===== src/rtl/loadstore.sv =====
// Load/store pipeline stage: turns execute-stage memory ops into single pipelined Wishbone B4
// transactions, steering store lanes and extracting/extending load data.
module loadstore #(
    parameter int unsigned ACK_TIMEOUT = 255
) (
    input  logic        clk_i,
    input  logic        rst_ni,
    input  logic        input_valid_i,
    output logic        input_ready_o,
    input  logic        mem_enable_i,
    input  logic        mem_we_i,
    input  logic [1:0]  mem_size_i,
    input  logic        mem_unsigned_i,
    input  logic [31:0] mem_addr_i,
    input  logic [31:0] mem_data_i,
    input  logic [31:0] result_i,
    input  logic        reg_write_i,
    input  logic [4:0]  reg_addr_i,
    output logic        output_valid_o,
    output logic        reg_write_o,
    output logic [4:0]  reg_addr_o,
    output logic [31:0] reg_data_o,
    output logic        misaligned_o,
    output logic        bus_error_o,
    output logic [31:0] wb_adr_o,
    output logic [31:0] wb_dat_o,
    input  logic [31:0] wb_dat_i,
    output logic        wb_we_o,
    output logic [3:0]  wb_sel_o,
    output logic        wb_stb_o,
    input  logic        wb_ack_i,
    output logic        wb_cyc_o,
    input  logic        wb_stall_i
);

    typedef enum logic [1:0] {StIdle, StRequest, StWaitAck, StDone} state_t;

    localparam logic [7:0] TimeoutLast = 8'(ACK_TIMEOUT - 1);

    state_t      r_state;
    logic [7:0]  r_timeout;
    logic        r_cyc, r_stb, r_we;
    logic [3:0]  r_sel;
    logic [31:0] r_adr, r_dat;
    logic [1:0]  r_lane, r_size;
    logic        r_unsigned, r_rd_we;
    logic [4:0]  r_rd_addr;
    logic        r_valid, r_reg_write, r_misaligned, r_bus_error;
    logic [4:0]  r_reg_addr;
    logic [31:0] r_reg_data;

    logic        w_accept, w_misaligned, w_ack_take, w_timeout;
    logic [3:0]  w_sel;
    logic [31:0] w_dat, w_load_data;
    logic [7:0]  w_byte;
    logic [15:0] w_half;

    assign input_ready_o = (r_state == StIdle);
    assign w_accept      = input_valid_i & input_ready_o;
    assign w_ack_take    = wb_ack_i & (((r_state == StRequest) & ~wb_stall_i)
                                       | (r_state == StWaitAck));
    assign w_timeout     = (r_state == StWaitAck) & ~wb_ack_i & (r_timeout == TimeoutLast);

    always_comb begin
        w_misaligned = 1'b0;
        w_sel        = 4'b1111;
        w_dat        = mem_data_i;
        case (mem_size_i)
            2'b00: begin
                w_sel = 4'b0001 << mem_addr_i[1:0];
                w_dat = {4{mem_data_i[7:0]}};
            end
            2'b01: begin
                w_misaligned = mem_addr_i[0];
                w_sel        = 4'b0011 << mem_addr_i[1:0];
                w_dat        = {2{mem_data_i[15:0]}};
            end
            default: w_misaligned = |mem_addr_i[1:0];
        endcase
        // Loads read the whole word and extract the lane on return.
        if (!mem_we_i) begin
            w_sel = 4'b1111;
            w_dat = '0;
        end
    end

    always_comb begin
        w_byte = wb_dat_i[7:0];
        case (r_lane)
            2'd0: w_byte = wb_dat_i[7:0];
            2'd1: w_byte = wb_dat_i[15:8];
            2'd2: w_byte = wb_dat_i[23:16];
            default: w_byte = wb_dat_i[31:24];
        endcase
        w_half = r_lane[1] ? wb_dat_i[31:16] : wb_dat_i[15:0];
        case (r_size)
            2'b00:   w_load_data = {{24{w_byte[7] & ~r_unsigned}}, w_byte};
            2'b01:   w_load_data = {{16{w_half[15] & ~r_unsigned}}, w_half};
            default: w_load_data = wb_dat_i;
        endcase
    end

    always_ff @(posedge clk_i or negedge rst_ni) begin
        if (!rst_ni) begin
            r_state      <= StIdle;
            r_timeout    <= '0;
            r_cyc        <= 1'b0;
            r_stb        <= 1'b0;
            r_we         <= 1'b0;
            r_sel        <= '0;
            r_adr        <= '0;
            r_dat        <= '0;
            r_lane       <= '0;
            r_size       <= '0;
            r_unsigned   <= 1'b0;
            r_rd_we      <= 1'b0;
            r_rd_addr    <= '0;
            r_valid      <= 1'b0;
            r_reg_write  <= 1'b0;
            r_misaligned <= 1'b0;
            r_bus_error  <= 1'b0;
            r_reg_addr   <= '0;
            r_reg_data   <= '0;
        end else begin
            case (r_state)
                StIdle: begin
                    if (w_accept) begin
                        if (!mem_enable_i) begin
                            r_state     <= StDone;
                            r_valid     <= 1'b1;
                            r_reg_write <= reg_write_i;
                            r_reg_addr  <= reg_addr_i;
                            r_reg_data  <= result_i;
                        end else if (w_misaligned) begin
                            r_state      <= StDone;
                            r_valid      <= 1'b1;
                            r_misaligned <= 1'b1;
                            r_reg_write  <= 1'b0;
                            r_reg_addr   <= reg_addr_i;
                            r_reg_data   <= '0;
                        end else begin
                            r_state    <= StRequest;
                            r_cyc      <= 1'b1;
                            r_stb      <= 1'b1;
                            r_we       <= mem_we_i;
                            r_sel      <= w_sel;
                            r_dat      <= w_dat;
                            r_adr      <= {mem_addr_i[31:2], 2'b00};
                            r_lane     <= mem_addr_i[1:0];
                            r_size     <= mem_size_i;
                            r_unsigned <= mem_unsigned_i;
                            r_rd_we    <= reg_write_i;
                            r_rd_addr  <= reg_addr_i;
                        end
                    end
                end
                StRequest: begin
                    if (!wb_stall_i) begin
                        r_stb     <= 1'b0;
                        r_timeout <= '0;
                        r_state   <= StWaitAck;
                    end
                end
                StWaitAck: begin
                    if (w_timeout) begin
                        r_state     <= StDone;
                        r_cyc       <= 1'b0;
                        r_valid     <= 1'b1;
                        r_bus_error <= 1'b1;
                        r_reg_write <= 1'b0;
                        r_reg_addr  <= r_rd_addr;
                        r_reg_data  <= '0;
                    end else begin
                        r_timeout <= r_timeout + 8'd1;
                    end
                end
                default: begin
                    r_state      <= StIdle;
                    r_valid      <= 1'b0;
                    r_misaligned <= 1'b0;
                    r_bus_error  <= 1'b0;
                    r_reg_write  <= 1'b0;
                    r_reg_addr   <= '0;
                    r_reg_data   <= '0;
                end
            endcase
            // Ack completion overrides the REQUEST/WAIT_ACK transitions above.
            if (w_ack_take) begin
                r_state     <= StDone;
                r_cyc       <= 1'b0;
                r_stb       <= 1'b0;
                r_valid     <= 1'b1;
                r_reg_write <= r_rd_we & ~r_we;
                r_reg_addr  <= r_rd_addr;
                r_reg_data  <= r_we ? 32'd0 : w_load_data;
            end
        end
    end

    assign output_valid_o = r_valid;
    assign reg_write_o    = r_reg_write;
    assign reg_addr_o     = r_reg_addr;
    assign reg_data_o     = r_reg_data;
    assign misaligned_o   = r_misaligned;
    assign bus_error_o    = r_bus_error;
    assign wb_adr_o       = r_adr;
    assign wb_dat_o       = r_dat;
    assign wb_we_o        = r_we;
    assign wb_sel_o       = r_sel;
    assign wb_stb_o       = r_stb;
    assign wb_cyc_o       = r_cyc;

endmodule


===== config.mk =====
export PLATFORM = sky130hd
export DESIGN_NAME = loadstore
export DESIGN_NICKNAME = d
export VERILOG_FILES = /design/src/rtl/loadstore.sv
export SDC_FILE = /design/constraint.sdc
export NUM_CORES = 1
export LEC_CHECK = 0
export BUFFER_PORTS_ARGS = -buffer_cell sky130_fd_sc_hd__buf_2
export CORE_AREA = 4 4 218 114
export DETAILED_ROUTE_END_ITERATION = 6
export DIE_AREA = 0 0 222 118
export GPL_ROUTABILITY_DRIVEN = 0
export SYNTH_ARGS = -nofsm -noshare
export SYNTH_HDL_FRONTEND = slang
export SYNTH_SLANG_ARGS = --single-unit

===== constraint.sdc =====
create_clock -name clk_i -period 2.88 [get_ports clk_i]
set_input_delay 0.576 -clock clk_i [delete_from_list [all_inputs] [get_ports clk_i]]
set_output_delay 0.576 -clock clk_i [all_outputs]
set_load 0.01 [all_outputs]

After elaboration in Yosys (flattened, before gate mapping)
Cells that the tools add are included.
{"block": "op_classes", "add_sub_neg": 1, "eq_ne": 20, "shifts": 2, "mux": 55, "bitwise_logic": 16, "reduce_logical": 18}
{"op": "two-way mux 32 bit", "count": 7}
{"op": "one-hot mux 32 bit (2 select lines)", "count": 2}
{"op": "one-hot mux 32 bit (3 select lines)", "count": 1}
{"op": "two-way mux 5 bit", "count": 5}
{"op": "one-hot mux 8 bit (3 select lines)", "count": 1}
{"op": "two-way mux 1 bit", "count": 18}
{"op": "two-way mux 16 bit", "count": 1}
{"op": "two-way mux 8 bit", "count": 2}
{"op": "one-hot mux 8 bit (2 select lines)", "count": 1}
{"op": "one-hot mux 5 bit (3 select lines)", "count": 1}
{"op": "two-way mux 2 bit", "count": 6}
{"op": "AND reduction 4 bit", "count": 3}
{"op": "one-hot mux 1 bit (2 select lines)", "count": 5}
{"op": "AND reduction 5 bit", "count": 2}
{"op": "adder 8 x 1 -> 8 bit (second input constant)", "count": 1}
{"op": "bitwise AND 1 bit", "count": 8}
{"op": "equality test 2 x 1 -> 1 bit (second input constant)", "count": 4}
{"op": "equality test 8 bit (second input constant)", "count": 1}
{"op": "zero test 2 bit", "count": 4}
{"op": "!= test 2 bit (second input constant)", "count": 4}
{"op": "one-hot mux 4 bit (2 select lines)", "count": 1}
{"op": "NOT 1 bit", "count": 7}
{"op": "!= test 2 x 1 -> 1 bit (second input constant)", "count": 3}
{"op": "!= test 3 x 1 -> 1 bit (second input constant)", "count": 2}
{"op": "other kinds (15)", "count": 22}
{"block": "word_totals", "regBits": 131, "inputBits": 144, "output_inout_bits": 113, "word_cells": 131}

Depth between registers and ports, before layout
{"block": "logic_depth", "ltp_word": 7, "ltp_mapped": 9, "depth_no_buf": 7}

Least setup slack after synthesis
OpenSTA, ideal clock, no wires.
{"block": "synth_path", "kind": "register to register", "startpoint": "register r_state[0]", "endpoint": "register r_reg_addr[0], in the netlist reg_addr_o[0]", "setup_ns": 0.128, "t_arrival_ns": 1.923, "path_slack_ns": 0.829, "path_stages_with_launch": 9, "path_buffers": 2, "period_less_slack_ns": 2.051, "path_cell_list": "dfrtp_1 inv_1 ha_1 buf_2 o21a_4 nor3_4 nor2_2 buf_4 mux2_1"}
{"block": "synth_via", "elab_chain_len": 6, "word_cells_on_any_way": 16}
{"item": "from (decl)", "line": "40", "rtl": "state_t r_state;"}
{"item": "from (signal assigned)", "line": "105", "rtl": "r_state <= StIdle;"}
{"item": "from (signal assigned)", "line": "129", "rtl": "r_state <= StDone;"}
{"item": "from (signal assigned)", "line": "135", "rtl": "r_state <= StDone;"}
{"item": "equality test 2 x 1 -> 1 bit", "line": "60, 125"}
{"item": "bitwise AND 1 bit", "line": "60", "rtl": "assign w_ack_take = wb_ack_i & (((r_state == StRequest) & ~wb_stall_i)"}
{"item": "OR 1 bit", "line": "61", "rtl": "| (r_state == StWaitAck));"}
{"item": "bitwise AND 1 bit", "line": "60"}
{"item": "!= test 4 x 2 -> 1 bit (no source line) (tied with other cells)"}
{"item": "AND reduction 4 bit (no source line)"}
{"item": "to (signal assigned)", "line": "132", "rtl": "r_reg_addr <= reg_addr_i;"}
{"item": "to (signal assigned)", "line": "139", "rtl": "r_reg_addr <= reg_addr_i;"}
{"item": "to (signal assigned)", "line": "171", "rtl": "r_reg_addr <= r_rd_addr;"}
{"item": "to (decl)", "line": "49", "rtl": "logic [4:0] r_reg_addr;"}
Parallel ways exist; a longest one is shown, timed or not.
A chain may end at the register's enable or synchronous reset.

Worst setup path in the final report
{"block": "layout_path", "startpoint": "register r_state[1]", "endpoint": "register r_reg_data[17], in the netlist reg_data_o[17]"}
{"block": "layout_via", "elab_chain_len": 6, "word_cells_on_any_way": 16}
{"item": "equality test 2 x 1 -> 1 bit", "line": "60, 125"}
{"item": "bitwise AND 1 bit", "line": "60"}
{"item": "OR 1 bit", "line": "61"}
{"item": "bitwise AND 1 bit", "line": "60"}
{"item": "!= test 4 x 2 -> 1 bit (no source line) (tied with other cells)"}
{"item": "AND reduction 4 bit (no source line)"}
{"item": "to (signal assigned)", "line": "133", "rtl": "r_reg_data <= result_i;"}
{"item": "to (signal assigned)", "line": "195", "rtl": "r_reg_data <= r_we ? 32'd0 : w_load_data;"}
{"item": "to (decl)", "line": "50", "rtl": "logic [31:0] r_reg_data;"}
Parallel ways exist; a longest one is shown, timed or not.

==> impl_results.html <==
<table>
<tr><th>Metric</th><th>Value</th></tr>
<tr><th colspan="2">Outcome</th></tr>
<tr><td>Status</td><td>completed</td></tr>
<tr><th colspan="2">Synthesis</th></tr>
<tr><td>Top post-synthesis cells by area</td><td>sky130_fd_sc_hd__dfrtp_1, sky130_fd_sc_hd__mux2_2, sky130_fd_sc_hd__nand2_1</td></tr>
<tr><td>Dominant synthesized flop cell</td><td>sky130_fd_sc_hd__dfrtp_1</td></tr>
<tr><td>Cell type with the highest aggregate area in the netlist</td><td>sky130_fd_sc_hd__dfrtp_1</td></tr>
<tr><td>Register area share after synthesis</td><td>0.482</td></tr>
<tr><td>Count of mapped cells out of synthesis</td><td>641</td></tr>
<tr><td>Syn avg cell area</td><td>10.6 um^2</td></tr>
<tr><td>Most numerous cell types in the synthesized netlist</td><td>sky130_fd_sc_hd__dfrtp_1, sky130_fd_sc_hd__nand2_1, sky130_fd_sc_hd__mux2_2</td></tr>
<tr><td>Synth async-reset ratio</td><td>1.00</td></tr>
<tr><td>Number of flip-flops and latches in the synthesized netlist</td><td>131</td></tr>
<tr><td>Number of warnings issued by yosys</td><td>0</td></tr>
<tr><td>Post-Syn Area</td><td>0.00681 mm^2</td></tr>
<tr><td>Top-area cell type share of the netlist area</td><td>0.482</td></tr>
<tr><td>Count of different cell masters after synthesis</td><td>57</td></tr>
<tr><td>Cell with the most instances after synthesis</td><td>sky130_fd_sc_hd__dfrtp_1</td></tr>
<tr><td>Post-synth EDFFs</td><td>0</td></tr>
<tr><th colspan="2">Global routing</th></tr>
<tr><td>GRT Residual Overflow</td><td>0</td></tr>
<tr><td>Met1 Track Usage GR</td><td>0.211</td></tr>
<tr><td>Number of antenna violations at the first check in global routing</td><td>4</td></tr>
<tr><td>Via count of the first global-routing pass</td><td>6197</td></tr>
<tr><td>Met3 global-route usage</td><td>0.0341</td></tr>
<tr><td>Wire length of the first global-routing pass</td><td>35.0 mm</td></tr>
<tr><td>Met2 layer usage reported by global route</td><td>0.291</td></tr>
<tr><td>Most Crowded Layer GR</td><td>met2</td></tr>
<tr><td>Pin count of the biggest net entering global routing</td><td>104</td></tr>
<tr><td>Overall Global Routing Usage</td><td>0.168</td></tr>
<tr><th colspan="2">Placed design</th></tr>
<tr><td>Placed Instances</td><td>1176</td></tr>
<tr><td>Estimated wirelength of the detail-placed design</td><td>16.8 mm</td></tr>
<tr><td>Post-place instance area</td><td>0.00842 mm^2</td></tr>
<tr><td>IO buf count</td><td>254</td></tr>
<tr><td>Place WS</td><td>0.348 ns</td></tr>
<tr><th colspan="2">Critical path</th></tr>
<tr><td>Arrival time reported for the critical path endpoint</td><td>2.91 ns</td></tr>
<tr><td>Critical path peak fanout</td><td>16</td></tr>
<tr><td>Kind of critical path</td><td>flop to flop</td></tr>
<tr><td>Data required time of the critical path</td><td>3.23 ns</td></tr>
<tr><td>Register-to-register setup slack</td><td>0.33 ns</td></tr>
<tr><td>Critical path capture point type</td><td>flop</td></tr>
<tr><td>Kind of start point of the critical path</td><td>flop</td></tr>
<tr><th colspan="2">Clocking</th></tr>
<tr><td>TritonCTS Buffers</td><td>17</td></tr>
<tr><td>Count of H-tree levels built during CTS</td><td>4</td></tr>
<tr><td>Clock latency on the worst-skew pair</td><td>0.41 ns</td></tr>
<tr><td>Clock slew seen by the registers of the worst setup and hold paths</td><td>0.06 ns</td></tr>
<tr><td>Number of post-CTS setup repair buffers</td><td>0</td></tr>
<tr><td>CTS tree</td><td>yes</td></tr>
<tr><td>Clock tree sinks</td><td>131</td></tr>
<tr><td>Maximum root-to-sink buffer count</td><td>2</td></tr>
<tr><td>Clk Tree Root Cell</td><td>sky130_fd_sc_hd__clkbuf_16</td></tr>
<tr><td>Resized Gates After CTS</td><td>0</td></tr>
<tr><td>Number of buffers added to fix hold violations after cts</td><td>0</td></tr>
<tr><th colspan="2">Power and ir drop</th></tr>
<tr><td>Internal power consumption</td><td>0.00572 W</td></tr>
<tr><td>Power per unit of standard cell area</td><td>1030 mW/mm^2</td></tr>
<tr><td>Share of total power consumed by net switching</td><td>0.379</td></tr>
<tr><td>LEAKAGE</td><td>4.50 nW</td></tr>
<tr><td>Part of the power in registers</td><td>0.343</td></tr>
<tr><td>Psw</td><td>0.00350 W</td></tr>
<tr><td>Maximum ir drop on the vdd rail</td><td>0.454 mV</td></tr>
<tr><td>Clock network power share</td><td>0.213</td></tr>
<tr><td>Combinational share of power</td><td>0.444</td></tr>
<tr><th colspan="2">Finish</th></tr>
<tr><td>Share of post-route cells with drive strength above 1</td><td>0.433</td></tr>
<tr><td>Number of inserted filler cells in the final layout</td><td>2298</td></tr>
<tr><td>Relative area change from synthesis to final layout</td><td>31.6%</td></tr>
<tr><td>Final std cells w/o fill</td><td>1209</td></tr>
<tr><td>Final-stage net count</td><td>1038</td></tr>
<tr><td>Final Instance Area</td><td>0.00896 mm^2</td></tr>
<tr><th colspan="2">STA</th></tr>
<tr><td>Worst rel slew slack</td><td>0.211</td></tr>
<tr><td>Setup violators final</td><td>0</td></tr>
<tr><td>Fin. Hold Viols</td><td>0</td></tr>
<tr><td>Unrepaired setup endpoints after global routing</td><td>no</td></tr>
<tr><td>Worst-Margin Slew</td><td>1.18 ns</td></tr>
<tr><td>Fraction of the cycle the final worst path needs</td><td>0.887</td></tr>
<tr><td>Highest clock rate</td><td>392 MHz</td></tr>
<tr><td>PnR worst setup slack</td><td>0.326 ns</td></tr>
<tr><td>Final number of max-transition violations</td><td>0</td></tr>
<tr><td>Clk_skew</td><td>0.00522 ns</td></tr>
<tr><td>Post-Route Setup TNS</td><td>0 ns</td></tr>
<tr><td>Final critical path time including I/O delays and setup</td><td>2.55 ns</td></tr>
<tr><th colspan="2">Run</th></tr>
<tr><td>Max-cap viol count</td><td>0</td></tr>
<tr><th colspan="2">Routing</th></tr>
<tr><td>Number of iterations in the first detailed-routing pass</td><td>5</td></tr>
<tr><td>Routed WL</td><td>22.4 mm</td></tr>
<tr><td>Post-route DRC violation count</td><td>0</td></tr>
<tr><td>Vias after detailed routing</td><td>5928</td></tr>
<tr><td>Via density per instance</td><td>4.90</td></tr>
<tr><td>Avg WL per Cell</td><td>18.5 um</td></tr>
<tr><td>Antenna Nets Post-Route</td><td>0</td></tr>
<tr><td>1st-iter DRT viols</td><td>357</td></tr>
<tr><th colspan="2">Floorplanning</th></tr>
<tr><td>Site row count</td><td>39</td></tr>
<tr><td>Vertical die dimension</td><td>118 um</td></tr>
<tr><td>Starting density of the core</td><td>0.301</td></tr>
<tr><td>Floorplan die area</td><td>0.0262 mm^2</td></tr>
<tr><td>I/O pin count</td><td>257</td></tr>
<tr><td>Chip width</td><td>222 um</td></tr>
<tr><td>Core Area</td><td>0.0226 mm^2</td></tr>
<tr><th colspan="2">Hold path</th></tr>
<tr><td>Hold crit path type</td><td>primary input to async pin</td></tr>
</table>
placed cells by master (no fill, tap or decap), types with 3 or more instances in the layout:
cell / n
sky130_fd_sc_hd__a21oi_1: 24
sky130_fd_sc_hd__o211ai_1: 9
sky130_fd_sc_hd__buf_12: 3
sky130_fd_sc_hd__a211oi_1: 6
sky130_fd_sc_hd__o32a_1: 7
sky130_fd_sc_hd__a221o_1: 23
sky130_fd_sc_hd__ha_1: 6
sky130_fd_sc_hd__clkbuf_16: 17
sky130_fd_sc_hd__a31oi_1: 9
sky130_fd_sc_hd__clkbuf_8: 4
sky130_fd_sc_hd__buf_2: 253
sky130_fd_sc_hd__mux2_2: 73
sky130_fd_sc_hd__mux2_4: 11
sky130_fd_sc_hd__clkbuf_1: 5
sky130_fd_sc_hd__mux2_1: 6
sky130_fd_sc_hd__a21o_1: 3
sky130_fd_sc_hd__nand3b_1: 7
sky130_fd_sc_hd__o21ai_0: 53
sky130_fd_sc_hd__nand3_1: 5
sky130_fd_sc_hd__nand2b_1: 5
sky130_fd_sc_hd__inv_1: 16
sky130_fd_sc_hd__mux2i_1: 12
sky130_fd_sc_hd__dfrtp_1: 131
sky130_fd_sc_hd__a22o_1: 7
sky130_fd_sc_hd__nor2b_1: 12
sky130_fd_sc_hd__o32ai_1: 6
sky130_fd_sc_hd__nand2_1: 87
sky130_fd_sc_hd__nor2_1: 41
sky130_fd_sc_hd__buf_4: 14
sky130_fd_sc_hd__diode_2: 3
sky130_fd_sc_hd__and2_1: 3
state kept, by name, indices dropped and copies added (netlist names):
signal / flops
output_valid_o: 1
misaligned_o: 1
r_timeout: 8
r_rd_we: 1
reg_addr_o: 5
bus_error_o: 1
r_unsigned: 1
wb_adr_o: 30
r_state: 2
wb_dat_o: 32
wb_sel_o: 4
wb_we_o: 1
wb_cyc_o: 1
r_lane: 2
reg_write_o: 1
wb_stb_o: 1
r_size: 2
r_rd_addr: 5
reg_data_o: 32
per-layer routing:
| metal | up-vias | wire length [um] |
|---|---|---|
| met1 | 2947 | 9590 |
| met3 | 21 | 813 |
| met5 | - | 13 |
| met4 | 2 | 319 |
| li1 | 2806 | - |
| met2 | 152 | 11700 |
cell type report:
class,count,area (um^2),share of cell area
inverter,17,63.8,0.00712
antenna,3,7.51,0.000838
multi-input combinational,450,3260,0.364
timing repair buffer,271,1440,0.161
tap,307,384,0.0429
sequential,131,3280,0.366
clock inverter,4,25.0,0.00279
clock buffer,26,499,0.0557
metrics by stage:
stage	hold WS, ns	total power, W	util
floorplan	0.280	0.00569	-
global placement	0.459	0.00720	0.372
detailed placement	0.467	0.00732	0.372
CTS	0.190	0.00933	0.395
global route	0.222	0.00985	0.396
finish	0.181	0.00922	0.396
power groups by stage:
stage / combinational (W) / sequential (W) / clock (W)
final: 0.00409 / 0.00316 / 0.00197
after global routing: 0.00446 / 0.00327 / 0.00211
after CTS: 0.00413 / 0.00317 / 0.00203
after detailed placement: 0.00413 / 0.00319 / 0
after global placement: 0.00405 / 0.00315 / 0
after floorplan: 0.00227 / 0.00342 / 0
critical path: stages, from the launching register on:
cell and delay, ns:
sky130_fd_sc_hd__dfrtp_1 0.41, sky130_fd_sc_hd__inv_1 0.09, sky130_fd_sc_hd__ha_1 0.26, sky130_fd_sc_hd__nor2b_4 0.27, sky130_fd_sc_hd__o21ai_4 0.11, sky130_fd_sc_hd__nor2_1 0.90
sky130_fd_sc_hd__a221o_1 0.31, sky130_fd_sc_hd__mux2_2 0.15
worst paths after layout:
| path | depth (start not counted) | endpoint | start |
|---|---|---|---|
| setup / recovery | 7 | reg_data_o[17]$_DFFE_PN0P_ | r_state[1]$_DFFE_PN0P_ |
| hold reg to reg | 2 | wb_dat_o[0]$_DFFE_PN0P_ | wb_dat_o[0]$_DFFE_PN0P_ |
| hold / removal | 1 | wb_dat_o[5]$_DFFE_PN0P_ | rst_ni |
| max in group asynchronous | 2 | reg_data_o[3]$_DFFE_PN0P_ | rst_ni |
| min in group clk_i | 2 | wb_adr_o[23]$_DFFE_PN0P_ | mem_addr_i[23] |
| setup reg to reg | 7 | reg_data_o[17]$_DFFE_PN0P_ | r_state[1]$_DFFE_PN0P_ |
cells by family after synthesis:
kind of cell             Yosys count  synth area share
AND/OR/NAND/NOR                  176             0.120
other                              1          0.000551
buffers and inverters             61            0.0412
AO/OA/AOI/OAI                    164             0.173
flip-flops                       131             0.482
multiplexers                     102             0.173
adder cells (fa/ha/maj)            6            0.0110
Note: power is estimated with default switching activity, not from simulation.
